## config.mk

```make
export PLATFORM = sky130hd
export DESIGN_NAME = node_stream_out
export DESIGN_NICKNAME = d
export VERILOG_FILES = /design/src/rtl/node_stream_out.sv
export SDC_FILE = /design/constraint.sdc
export NUM_CORES = 1
export LEC_CHECK = 0
export CORE_AREA = 2 2 521 523
export DETAILED_ROUTE_END_ITERATION = 7
export DIE_AREA = 0 0 523 525
export PLACE_DENSITY = 0.41
export SETUP_SLACK_MARGIN = 0.15
export SYNTH_ARGS = -nofsm -noshare
export SYNTH_HDL_FRONTEND = slang
export SYNTH_SLANG_ARGS = --single-unit
```

## constraint.sdc

```tcl
create_clock -name clk -period 36 [get_ports clk]
set_input_delay 5.4 -clock clk [delete_from_list [all_inputs] [get_ports clk]]
set_output_delay 5.4 -clock clk [all_outputs]
set_load 0.01 [all_outputs]
```

## src/rtl/node_stream_out.sv

```systemverilog
// node_stream_out: snapshots all node positions on request, then streams
// them one per beat as clamped integer pixel coordinates (valid/ready).
//
// Ports:
//   clk, reset (sync, active-low)
//   snap_req           : capture request, honoured only while idle
//   nodes_x, nodes_y   : packed signed Q16.16 positions, node i at [32i+:32]
//   out_valid/out_ready: beat handshake
//   out_x, out_y       : clamped pixel coordinates of the presented node
//   out_idx, out_last  : node index, high on node NODES-1
//   out_clip           : x or y of the presented node was clamped
//   busy               : a frame is being streamed
//   drop_cnt           : saturating count of ignored snap_req
module node_stream_out #(
    parameter int NODES     = 20,
    parameter int FRAC_BITS = 16,
    parameter int X_MAX     = 639,
    parameter int Y_MAX     = 479
) (
    input  logic                  clk,
    input  logic                  reset,
    input  logic                  snap_req,
    input  logic [NODES*32-1:0]   nodes_x,
    input  logic [NODES*32-1:0]   nodes_y,
    output logic                  out_valid,
    input  logic                  out_ready,
    output logic [15:0]           out_x,
    output logic [15:0]           out_y,
    output logic [7:0]            out_idx,
    output logic                  out_last,
    output logic                  out_clip,
    output logic                  busy,
    output logic [7:0]            drop_cnt
);

    localparam int IW = (NODES > 1) ? $clog2(NODES) : 1;
    localparam logic [IW-1:0] LAST_IDX = IW'(NODES - 1);

    typedef enum logic {
        S_IDLE,
        S_STREAM
    } state_t;

    state_t        state_q, state_d;
    logic [IW-1:0] idx_q, idx_d;
    logic [7:0]    drop_q, drop_d;
    logic          capture;

    logic [31:0]   shx_q [NODES];
    logic [31:0]   shy_q [NODES];

    // Floor to integer (arithmetic shift), then clamp to [0, maxv].
    // Result bit 16 flags that the clamp fired.
    function automatic logic [16:0] conv(
        input logic [31:0] raw,
        input logic [15:0] maxv
    );
        logic signed [31:0] v;
        v = $signed(raw) >>> FRAC_BITS;
        if (v < 0) begin
            conv = {1'b1, 16'd0};
        end else if (v > $signed({16'd0, maxv})) begin
            conv = {1'b1, maxv};
        end else begin
            conv = {1'b0, v[15:0]};
        end
    endfunction

    // Next-state logic
    always_comb begin
        state_d = state_q;
        idx_d   = idx_q;
        drop_d  = drop_q;
        capture = 1'b0;
        unique case (state_q)
            S_IDLE: begin
                if (snap_req) begin
                    capture = 1'b1;
                    idx_d   = '0;
                    state_d = S_STREAM;
                end
            end
            S_STREAM: begin
                // A request during a frame, even on its last beat, is lost.
                if (snap_req && drop_q != 8'hFF) begin
                    drop_d = drop_q + 8'd1;
                end
                if (out_ready) begin
                    if (idx_q == LAST_IDX) begin
                        idx_d   = '0;
                        state_d = S_IDLE;
                    end else begin
                        idx_d = idx_q + 1'b1;
                    end
                end
            end
        endcase
    end

    // State, counters and shadow registers
    always_ff @(posedge clk) begin
        if (!reset) begin
            state_q <= S_IDLE;
            idx_q   <= '0;
            drop_q  <= '0;
            for (int i = 0; i < NODES; i++) begin
                shx_q[i] <= '0;
                shy_q[i] <= '0;
            end
        end else begin
            state_q <= state_d;
            idx_q   <= idx_d;
            drop_q  <= drop_d;
            if (capture) begin
                for (int i = 0; i < NODES; i++) begin
                    shx_q[i] <= nodes_x[i*32 +: 32];
                    shy_q[i] <= nodes_y[i*32 +: 32];
                end
            end
        end
    end

    // Output mux/clamp: purely a function of registered state, so no
    // path exists from out_ready to the data outputs.
    logic [16:0] cx, cy;

    always_comb begin
        cx = conv(shx_q[idx_q], 16'(X_MAX));
        cy = conv(shy_q[idx_q], 16'(Y_MAX));
    end

    assign out_x     = cx[15:0];
    assign out_y     = cy[15:0];
    assign out_clip  = cx[16] | cy[16];
    assign out_idx   = 8'(idx_q);
    assign out_valid = (state_q == S_STREAM);
    assign busy      = (state_q == S_STREAM);
    assign out_last  = (state_q == S_STREAM) && (idx_q == LAST_IDX);
    assign drop_cnt  = drop_q;

endmodule

```

==> impl_results.md <==
- Clk sinks: 659
- Synth Warn #: 0
- Mux cell area share after synthesis: 0.1033
- Clock tree buffer depth: 3
- Max Slew Vio Count: 0
- Met2 wire length: between 60 and 70 mm
- Initial antenna violation count: 87
- Pre-CTS setup slack: roughly 25 ns
- Post-route setup slack: approximately 25 ns
- Routed met1 length: 56.23 mm
- Post-DRT Antenna Nets: 0
- Clock Skew: between 0.03 and 0.04 ns
- Initial Utilization: 0.1084
- Post-route DRC: 0
- Share of the synthesized area in the top cell type: 0.6584
- Cts bufs inserted: 85
- Crit Path Max Fanout: 29
- DR pass1 iterations: 5
- Global-route wire length before repair: 171.5 mm
- GRT Residual Overflow: 0
- Fill cell count: 29660
- Worst hold path type: reg -> reg
- Cells after Synth: 1894
- DR top layer: met5
- Worst r2r path cells: 6
- Maxcap violations: 0
- Post-Synthesis Cell Area: 29190 um^2
- LEAKAGE: 14.36 nW
- GPL Wtd Cong: 0.7498
- Setup Viol. Count Final: 0
- Vias in the first global route: 19490
- Ranking of synthesized cells by area: edfxtp_1, and2_1, mux4_2
- Crit end category: output pin
- TritonCTS clock tree: built
- Post-synth EDFFs: 640
- Postcts setup bufs: 0
- Max-slew headroom: 0.1737
- CP Class: reg -> out
- Tmin final: 11.20 ns
- Vias post-DR: about 18000
- Die area: 274600 um^2
- Fmax: a little under 0.09 GHz
- PwrDens: between 40 and 50 nW/um^2
- Min-Delay Startpoint: drop_cnt[7]
- Die width: between 500 and 600 um
- Vias per cell: 2.944
- Synth async-reset ratio: 0
- Top-level port count: roughly 1300
- Tot GR Track Use: 0.09243
- Syn avg cell area: between 15 and 20 um^2
- H-tree levels: 3
- Worst R2R Setup Slack: 31.41 ns
- Worst hold endpoint: drop_cnt[7]
- Status: completed
- Clk_lat worst skew: between 0.7 and 0.8 ns
- Slew of the pin with the lowest slew margin: 1.239 ns
- Hold path cells: 2
- Wire per inst: 20.91 um
- Final Hold Slack: around 0.54 ns
- Cell taking the most area after synthesis: edfxtp_1
- Ys flop type: edfxtp_1
- Row cnt: 191
- Share of cells above drive strength 1: 0.1136
- Hold Vio Cnt, Final: 0
- CTS hold repair buffers: 0
- Hpwl dp: about 98 mm
- Unrepaired setup endpoints after global routing: no
- Simple-Gate Fraction of Synth Area: 0.1696
- Port buffer count: about 680
- Starting DRC count in detailed routing: 987
- Met3 WL: 10.17 mm
- Area growth, synth to finish: 46.99%
- XOR/XNOR Fraction of Synth Area: 0.001500
- Post-cts resize count: 0
- Crit path arrival time: around 5.8 ns
- Core Region: 269300 um^2
- Crit path required time: 30.60 ns
- Post-synthesis adder-cell area fraction: 0.0008572
- Post-synthesis sequential area ratio: 0.6714
- Reg-to-reg endpoint: shx_q[0][31]
- Post-layout nets: 3863
- Maximum vdd drop: between 0.03 and 0.04 mV
- Maximum number of pins on one net before global-route repair: ~220
- Final period util: 0.3112
- Setup TNS: 0 ns
- Reg2reg start: busy
- CTS Root Cell: clkbuf_16
- Number of synthesized register bits: 659
- Die Height: 525 um
- DRT Wirelength: 130.4 mm
- Post-synthesis cell type count: 67
- Clock-pin slew on the worst setup and hold paths: 0.06 ns
- Startpoint types: flip-flop
- Synth Area in Compound Gates: 0.02713
- Largest family of logic cells by synthesized area: simple AND/OR/NAND/NOR gates
[final cells by class]
cell class                 count  area [um^2]  area share
inverter                       4        15.01   0.0003499
tap                         3570         4467      0.1041
timing repair buffer         719         7142      0.1664
multi-input combinational   1108         8946      0.2085
sequential                   659        19620      0.4571
clock buffer                 109         2237     0.05214
clock inverter                43        431.7     0.01006
antenna                       22        55.05    0.001283
[worst max path at each step]
stage	slack, ns	depth (start not counted)	start	endpoint
floorplan	15.59	2	reset	shx_q[0][16]
global placement	24.89	10	flip-flop	out_x[8]
detailed placement	24.93	10	flip-flop	out_x[8]
CTS	24.05	10	flip-flop	out_x[8]
global route	24.25	10	flip-flop	out_x[8]
finish	24.80	11	flip-flop	out_clip
[through the flow]
step                      cell area, um^2  total power (W)  utilization  std cells
after global routing                42880         0.002050       0.1592       6224
after detailed placement            40180         0.001152       0.1492       6060
after CTS                           42850         0.002009       0.1591       6212
final                               42910         0.001958       0.1593       6234
after global placement              40180         0.001151       0.1492       6060
after floorplan                     29250         0.001043            -       1909
[worst max-delay path, stage by stage, from the launching register on]
cell,delay [ns]
dfxtp_4,0.65
buf_4,0.53
buf_4,0.56
nor4b_1,0.96
buf_4,0.25
nor2_1,0.06
a21oi_1,0.18
a31o_2,0.22
a31o_2,0.28
o41a_4,0.33
nand4b_1,0.13
clkdlybuf4s50_1,0.76
[logic make-up (layout without fill, tap and decap cells)]
group,Yosys count,after routing
AND/OR/NAND/NOR,819,819
adder cells (fa/ha/maj),2,2
other,1,38
multiplexers,152,152
buffers and inverters,142,875
AO/OA/AOI/OAI,114,114
flip-flops,659,659
XOR/XNOR,5,5
[sequential cells by signal, indices dropped and copies added (netlist names), named ones only]
signal,count
busy,1
drop_cnt,8
shx_q,320
idx_q,5
shy_q,320
[Yosys cell counts, types with 3 or more instances]
master,number
nor2_1,45
nor2b_1,3
a22oi_1,6
o21a_1,4
nor3b_1,5
o22ai_1,10
o31ai_1,3
edfxtp_1,640
o21ai_0,13
a32oi_1,4
a211o_1,4
nand4_1,3
a31oi_1,8
or3_1,4
xor2_1,4
mux4_1,7
mux2_2,4
nor4b_1,7
mux4_2,110
buf_6,9
nor4_1,16
dfxtp_1,19
clkbuf_1,76
and2_1,645
nand2_1,29
a2111oi_0,3
a21oi_1,29
a211oi_1,5
and3_1,3
nand3_1,5
nand2b_1,18
buf_2,14
nor3_1,26
a221oi_1,5
buf_4,35
buf_1,3
mux2i_1,31
[routing by layer]
layer  global-route usage  up-vias
met5                    0        -
met4              0.02647       56
met3              0.03151      206
met2               0.1494      654
met1               0.1157     9053
li1                     -     8384
[placed cells by master (no fill, tap or decap), types with 7 or more instances in the layout]
cell type | netlist | routed
nor3_1 | 26 | 26
clkbuf_1 | 76 | 22
o21ai_0 | 13 | 13
dfxtp_1 | 19 | 14
clkdlybuf4s50_1 | 0 | 678
nand2b_1 | 18 | 18
edfxtp_1 | 640 | 640
nor2_1 | 45 | 42
a21oi_1 | 29 | 28
conb_1 | 1 | 16
o22ai_1 | 10 | 10
mux2i_1 | 31 | 31
nor4_1 | 16 | 14
buf_4 | 35 | 36
clkbuf_16 | 0 | 85
clkinv_2 | 0 | 13
and2_1 | 645 | 645
diode_2 | 0 | 22
clkinv_1 | 1 | 10
nand2_1 | 29 | 28
mux4_2 | 110 | 110
a31oi_1 | 8 | 8
mux4_1 | 7 | 7
[power breakdown]
part | switching [W] | internal, W | leakage [nW]
logic | 0.0000973 | 0.000110 | 6.03
clock network | 0.000364 | 0.000466 | 1.28
registers | 0.0000160 | 0.000904 | 7.05
total | 0.000478 | 0.00148 | 14.4
(Power assumes the default switching activity.)
